===== config.mk =====
export PLATFORM = sky130hd
export DESIGN_NAME = kbd_event_ctrl
export DESIGN_NICKNAME = d
export VERILOG_FILES = /design/src/rtl/kbd_event_ctrl.sv
export SDC_FILE = /design/constraint.sdc
export NUM_CORES = 1
export LEC_CHECK = 0
export CAP_MARGIN = 20
export CORE_AREA = 4 4 72 74
export DETAILED_ROUTE_END_ITERATION = 10
export DIE_AREA = 0 0 76 78
export PLACE_DENSITY = 0.69
export SYNTH_ARGS = -nofsm -noshare
export SYNTH_HDL_FRONTEND = slang
export SYNTH_SLANG_ARGS = --single-unit

===== constraint.sdc =====
create_clock -name clk -period 4.1 [get_ports clk]
set_input_delay 0.82 -clock clk [delete_from_list [all_inputs] [get_ports clk]]
set_output_delay 0.82 -clock clk [all_outputs]
set_load 0.01 [all_outputs]

===== src/rtl/kbd_event_ctrl.sv =====
// kbd_event_ctrl: turns PS/2 scancode bytes into key events, handling the
// E0/F0 prefixes, shift tracking and an external 1-cycle scancode-to-ASCII table.
//
// Ports:
//   clk, rst             clock and asynchronous active-high reset
//   sc_valid/sc_ready    scancode byte handshake, sc_data carries the byte
//   lut_code/lut_ascii   registered table index out, table result in
//   ev_valid/ev_ready    event handshake; ev_ascii, ev_scan, ev_break, ev_ext
//   shift                current shift-held state
//   press_cnt            number of emitted press events (wraps)
module kbd_event_ctrl #(
    parameter bit EMIT_BREAK = 1'b1,
    parameter bit UPCASE     = 1'b1
) (
    input  logic       clk,
    input  logic       rst,
    input  logic       sc_valid,
    input  logic [7:0] sc_data,
    output logic       sc_ready,
    output logic [7:0] lut_code,
    input  logic [7:0] lut_ascii,
    output logic       ev_valid,
    input  logic       ev_ready,
    output logic [7:0] ev_ascii,
    output logic [7:0] ev_scan,
    output logic       ev_break,
    output logic       ev_ext,
    output logic       shift,
    output logic [7:0] press_cnt
);

    typedef enum logic [1:0] {
        S_IDLE,
        S_LOOKUP,
        S_CAPTURE,
        S_OUTPUT
    } state_t;

    state_t     r_state;
    state_t     w_next;
    logic       r_ext;
    logic       r_brk;
    logic       r_shift;
    logic [7:0] r_lut_code;
    logic [7:0] r_ascii;
    logic [7:0] r_scan;
    logic       r_ev_break;
    logic       r_ev_ext;
    logic [7:0] r_press_cnt;

    logic       w_sc_fire;
    logic       w_ev_fire;
    logic       w_is_e0;
    logic       w_is_f0;
    logic       w_is_shift_key;
    logic       w_drop;
    logic [7:0] w_ascii;

    assign sc_ready  = (r_state == S_IDLE);
    assign ev_valid  = (r_state == S_OUTPUT);
    assign lut_code  = r_lut_code;
    assign ev_ascii  = r_ascii;
    assign ev_scan   = r_scan;
    assign ev_break  = r_ev_break;
    assign ev_ext    = r_ev_ext;
    assign shift     = r_shift;
    assign press_cnt = r_press_cnt;

    assign w_sc_fire = sc_valid & sc_ready;
    assign w_ev_fire = ev_valid & ev_ready;
    assign w_is_e0   = (sc_data == 8'hE0);
    assign w_is_f0   = (sc_data == 8'hF0);

    // Shift keys are only the plain (non-E0) left/right shift codes.
    assign w_is_shift_key = !r_ext && ((r_scan == 8'h12) || (r_scan == 8'h59));

    // Break events are swallowed here when they are not to be reported.
    assign w_drop = r_brk && !EMIT_BREAK;

    // Uses the shift state from before this key's own update.
    always_comb begin
        w_ascii = lut_ascii;
        if (r_ext) begin
            w_ascii = 8'h00;
        end else if (UPCASE && r_shift &&
                     (lut_ascii >= 8'h61) && (lut_ascii <= 8'h7A)) begin
            w_ascii = lut_ascii - 8'h20;
        end
    end

    always_comb begin
        w_next = r_state;
        case (r_state)
            S_IDLE: begin
                if (w_sc_fire && !w_is_e0 && !w_is_f0) begin
                    w_next = S_LOOKUP;
                end
            end
            S_LOOKUP: begin
                w_next = S_CAPTURE;
            end
            S_CAPTURE: begin
                w_next = w_drop ? S_IDLE : S_OUTPUT;
            end
            S_OUTPUT: begin
                if (w_ev_fire) begin
                    w_next = S_IDLE;
                end
            end
            default: begin
                w_next = S_IDLE;
            end
        endcase
    end

    always_ff @(posedge clk or posedge rst) begin
        if (rst) begin
            r_state <= S_IDLE;
        end else begin
            r_state <= w_next;
        end
    end

    always_ff @(posedge clk or posedge rst) begin
        if (rst) begin
            r_ext       <= 1'b0;
            r_brk       <= 1'b0;
            r_shift     <= 1'b0;
            r_lut_code  <= 8'h00;
            r_ascii     <= 8'h00;
            r_scan      <= 8'h00;
            r_ev_break  <= 1'b0;
            r_ev_ext    <= 1'b0;
            r_press_cnt <= 8'h00;
        end else begin
            case (r_state)
                S_IDLE: begin
                    if (w_sc_fire) begin
                        if (w_is_e0) begin
                            r_ext <= 1'b1;
                        end else if (w_is_f0) begin
                            r_brk <= 1'b1;
                        end else begin
                            r_lut_code <= sc_data;
                            r_scan     <= sc_data;
                        end
                    end
                end
                S_CAPTURE: begin
                    r_ascii    <= w_ascii;
                    r_ev_break <= r_brk;
                    r_ev_ext   <= r_ext;
                    if (w_is_shift_key) begin
                        r_shift <= !r_brk;
                    end
                    if (w_drop) begin
                        r_ext <= 1'b0;
                        r_brk <= 1'b0;
                    end
                end
                S_OUTPUT: begin
                    if (w_ev_fire) begin
                        r_ext <= 1'b0;
                        r_brk <= 1'b0;
                        if (!r_ev_break) begin
                            r_press_cnt <= r_press_cnt + 8'h01;
                        end
                    end
                end
                default: begin
                end
            endcase
        end
    end

endmodule


# == Word level (Yosys, flattened, before mapping) ==
# Index checks and enable logic that the tools add are counted.
# totals
ff_bits,31
elab_cells,62
# op_classes
add_sub_neg,2
magnitude_cmp,2
n_eq_ne,13
n_mux,13
n_bitwise,5
reduce_logical,18
# ops
cell,count
$eq 8x8->1 const B,2
$mux 8,2
$ne 2x1->1 const B,5
$add 8x1->8 const B,1
$eq 8x5->1 const B,1
$eq 8x7->1 const B,1
$ge 8x7->1 const B,1
$le 8x7->1 const B,1
$pmux 2 s4,1
$reduce_and 4->1,2
$sub 8x6->8 const B,1
$mux 1,6
$logic_and 1x1->1,5
$reduce_and 5->1,1
$eq 2x2->1 const B,2
$logic_not 1->1,4
$mux 2,2
$pmux 1 s2,2
$reduce_and 2->1,2
$not 1->1,3
$reduce_and 3->1,1
$and 1x1->1,2
$eq 2x1->1 const B,1
$logic_not 2->1,1
3 further kinds,3

# == Longest topological paths before layout ==
# logic_depth
depth_word,6
depth_mapped,7
ltp_nobuf,6

# == Worst setup path before layout ==
# OpenSTA, ideal clock, no wires.
# synth_timing
path_kind,in2reg
startpoint,in sc_data[0]
endpoint,reg r_state[1]
t_arrival_ps,2082
required_ps,3975
path_slack_ps,1893
cell_stages,4
path_cell_list,or4b_4 > nor3_2 > a221o_2 > mux2_2
# synth_between
elab_chain_len,6
word_cells_on_any_way,8
# synth_lines
item,line,rtl
"start, declared",18,"input logic [7:0] sc_data,"
$eq 8x8->1,71,assign w_is_e0 = (sc_data == 8'hE0);
$logic_not 1->1,95,if (w_sc_fire && !w_is_e0 && !w_is_f0) begin
$logic_and 1x1->1,95,
$logic_and 1x1->1 *,95,
$ne 2x1->1 (no line) *,--,
$reduce_and 2->1 (no line) *,--,
"end signal, assigned",120,r_state <= w_next;
"end, declared",39,state_t r_state;
# Every way passes the cells marked *; elsewhere a longest branch is shown, timed or not.
# A chain may end at the register's enable or synchronous reset.

# == Final worst setup path ==
# layout_timing
startpoint,reg r_state[0]
endpoint,out sc_ready
# layout_between
elab_chain_len,1
# layout_lines
item,line,rtl
$logic_not 2->1,59,assign sc_ready = (r_state == S_IDLE);
"end, declared",19,"output logic sc_ready,"
# No other way between the ends.

==> summary.txt <==
Total Routing Usage GR: 0.124
Overflow after GRT: 0
Worst Hold Class: flop to flop
final worst path period share: 0.627
status: completed
dominant synthesized flop cell: dfrtp_1
Die H: 78 µm
Ant. Diodes: 0
CP max FO: 10
total negative slack: 0 ns
routability congestion estimate from global placement: 0.778
Post-Place Cells: 241
PD cells: 660 nW/µm²
Post-Route Utilization: 0.482
port bufs: 56
maximum VDD drop: 0.402 mV
Tot Pwr: 1.46 mW
number of synthesized flops with an enable pin: 0
Reg clk slew, reported paths: 0.07 ns
CP required: 3.28 ns
Vias/cell: 4.78
final antenna-violating net count: 0
Die X: 76 µm
asr flop ratio synth: 1.00
commonest non-fill, non-tap cell in the layout: clkdlybuf4s50_1
setup ws final: 1.53 ns
drt wl/cell: 13.4 µm
Resize count post-CTS: 0
share of cells above drive strength 1: 0.128
Worst EP arrival: 1.75 ns
Buf/Inv on CP: 2
max_cap viols: 0
cell count after synthesis: 141
CTS tree: yes
Placed Instance Area: 2120 µm²
syn nets: 167
number of post-CTS setup repair buffers: 0
Yosys reg bits: 31
largest net degree at the start of global routing: 22
count of final hold-check violations: 0
Worst Tran Pin Value: 0.800 ns
fin cells: 249
number of synthesis warnings: 0
register area: 776 µm²
Max transition margin: 0.466
hold buffers post-CTS: 0
Area Overhead vs Synth: 42.8%
synth unique cells: 34
initial core utilization: 0.337
detailed-route wire length: 3340 µm
commonest cells after routing, fill and taps aside: clkdlybuf4s50_1 (56), dfrtp_1 (31), nand2_1 (16)
CTS H-Tree Depth: 2
DR DRC count: 0
HPWL Detailed: 2520 µm
Worst setup SP type: flop
Final Skew: 0.00240 ns
Seq/Total Area, Yosys: 0.500
I/O Pins: 57
first-pass GRT wire length: 5950 µm
Slew Limit Fails: 0
final setup fails: 0
Core Box Area: 4600 µm²
leakage: 0.947 nW
initial antenna violation count: 0
Setup CP Type: flop to primary output
clock sinks: 31
vias in the first global route: 1227
CTS Buf Count: 5
CP Capture Type: primary output
FILL cells: 433
Max Root-Sink Buffers: 2
Worst path max stage delay: 0.60 ns
Mapped Avg Cell Area: 11.0 µm²
hold_ws: 0.480 ns
clk root buf: clkbuf_8
ordered cell list for the critical path: inv_1 > ha_1 > clkdlybuf4s50_1
nets@finish: 220
Detailed Routing Iterations Pass 1: 4
via count: 1191
Tmin final: 2.57 ns
Multi-input gate area: 656 µm²
RSZ-0062 raised after global routing: false
CP max stage cell: clkdlybuf4s50_1
cell row count: 25
FMAX: 389 MHz
mapped cell area: 1550 µm²
cell family with most CP delay: buffers and inverters
Post-Place Setup Slack: 1.39 ns
clk_lat worst skew: 0.28 ns
fin area: 2220 µm²
DR iter-0 viols: 36
die area: 5930 µm²
[cells in the mapped netlist (2+ instances only)]
master,n,area (µm²)
dfrtp_1,31,776
nand2_1,16,60.1
inv_1,13,48.8
mux2_2,11,124
o21ai_0,9,45.0
buf_4,8,60.1
ha_1,6,75.1
nor2_1,4,15.0
xnor2_1,4,35.0
clkbuf_1,3,11.3
nor2b_1,3,18.8
o22ai_1,3,18.8
xor2_1,3,26.3
and3_1,2,12.5
and4b_1,2,20.0
nand3_1,2,10.0
nand4b_1,2,17.5
nor4b_1,2,17.5
o211ai_1,2,15.0
[final timing paths]
path,startpoint,end,slack [ns],cells past startpoint
max in group asynchronous,rst,ev_scan[7],2.45,3
setup / recovery,r_state[0],sc_ready,1.53,3
min in group asynchronous,rst,ev_ascii[7],0.99,2
hold / removal,press_cnt[7],press_cnt[7],0.48,1
hold reg to reg,press_cnt[7],press_cnt[7],0.48,1
setup reg to reg,r_state[0],shift,2.11,6
[final cells by class]
class | count | area share
flip-flops and latches | 31 | 0.350
multi-input cells | 86 | 0.296
repair buffers | 57 | 0.256
clock buffers | 8 | 0.0452
well taps | 54 | 0.0305
inverters | 13 | 0.0220
[power breakdown]
group          switching (mW)  internal (mW)
clock network           0.112          0.153
logic                   0.274          0.401
registers               0.103          0.419
[sequential cells by signal, summed over array words and instances (netlist names)]
register,count
ev_ascii,8
ev_ext,1
r_brk,1
press_cnt,8
shift,1
r_state,2
r_ext,1
ev_scan,8
ev_break,1
[metal layers]
| metal | up-vias | share of wire | track usage |
|---|---|---|---|
| met4 | 0 | 0.018 | 0.0480 |
| met3 | 7 | 0.064 | 0.0394 |
| met1 | 558 | 0.47 | 0.162 |
| met2 | 41 | 0.45 | 0.191 |
| li1 | 585 | - | - |
| met5 | - | 0 | 0 |
[logic make-up (layout without fill, tap and decap cells)]
group / count (synthesis) / in the layout / share of synthesized area
AOI/OAI and AO/OA: 21 / 21 / 0.0879
adders and majority gates: 6 / 6 / 0.0484
buffers and inverters: 24 / 78 / 0.0774
xor gates and xnor gates: 7 / 7 / 0.0395
and+or+nand+nor: 40 / 40 / 0.160
muxes: 12 / 12 / 0.0863
DFF: 31 / 31 / 0.500
No activity file was read; power rests on OpenSTA's default activity.
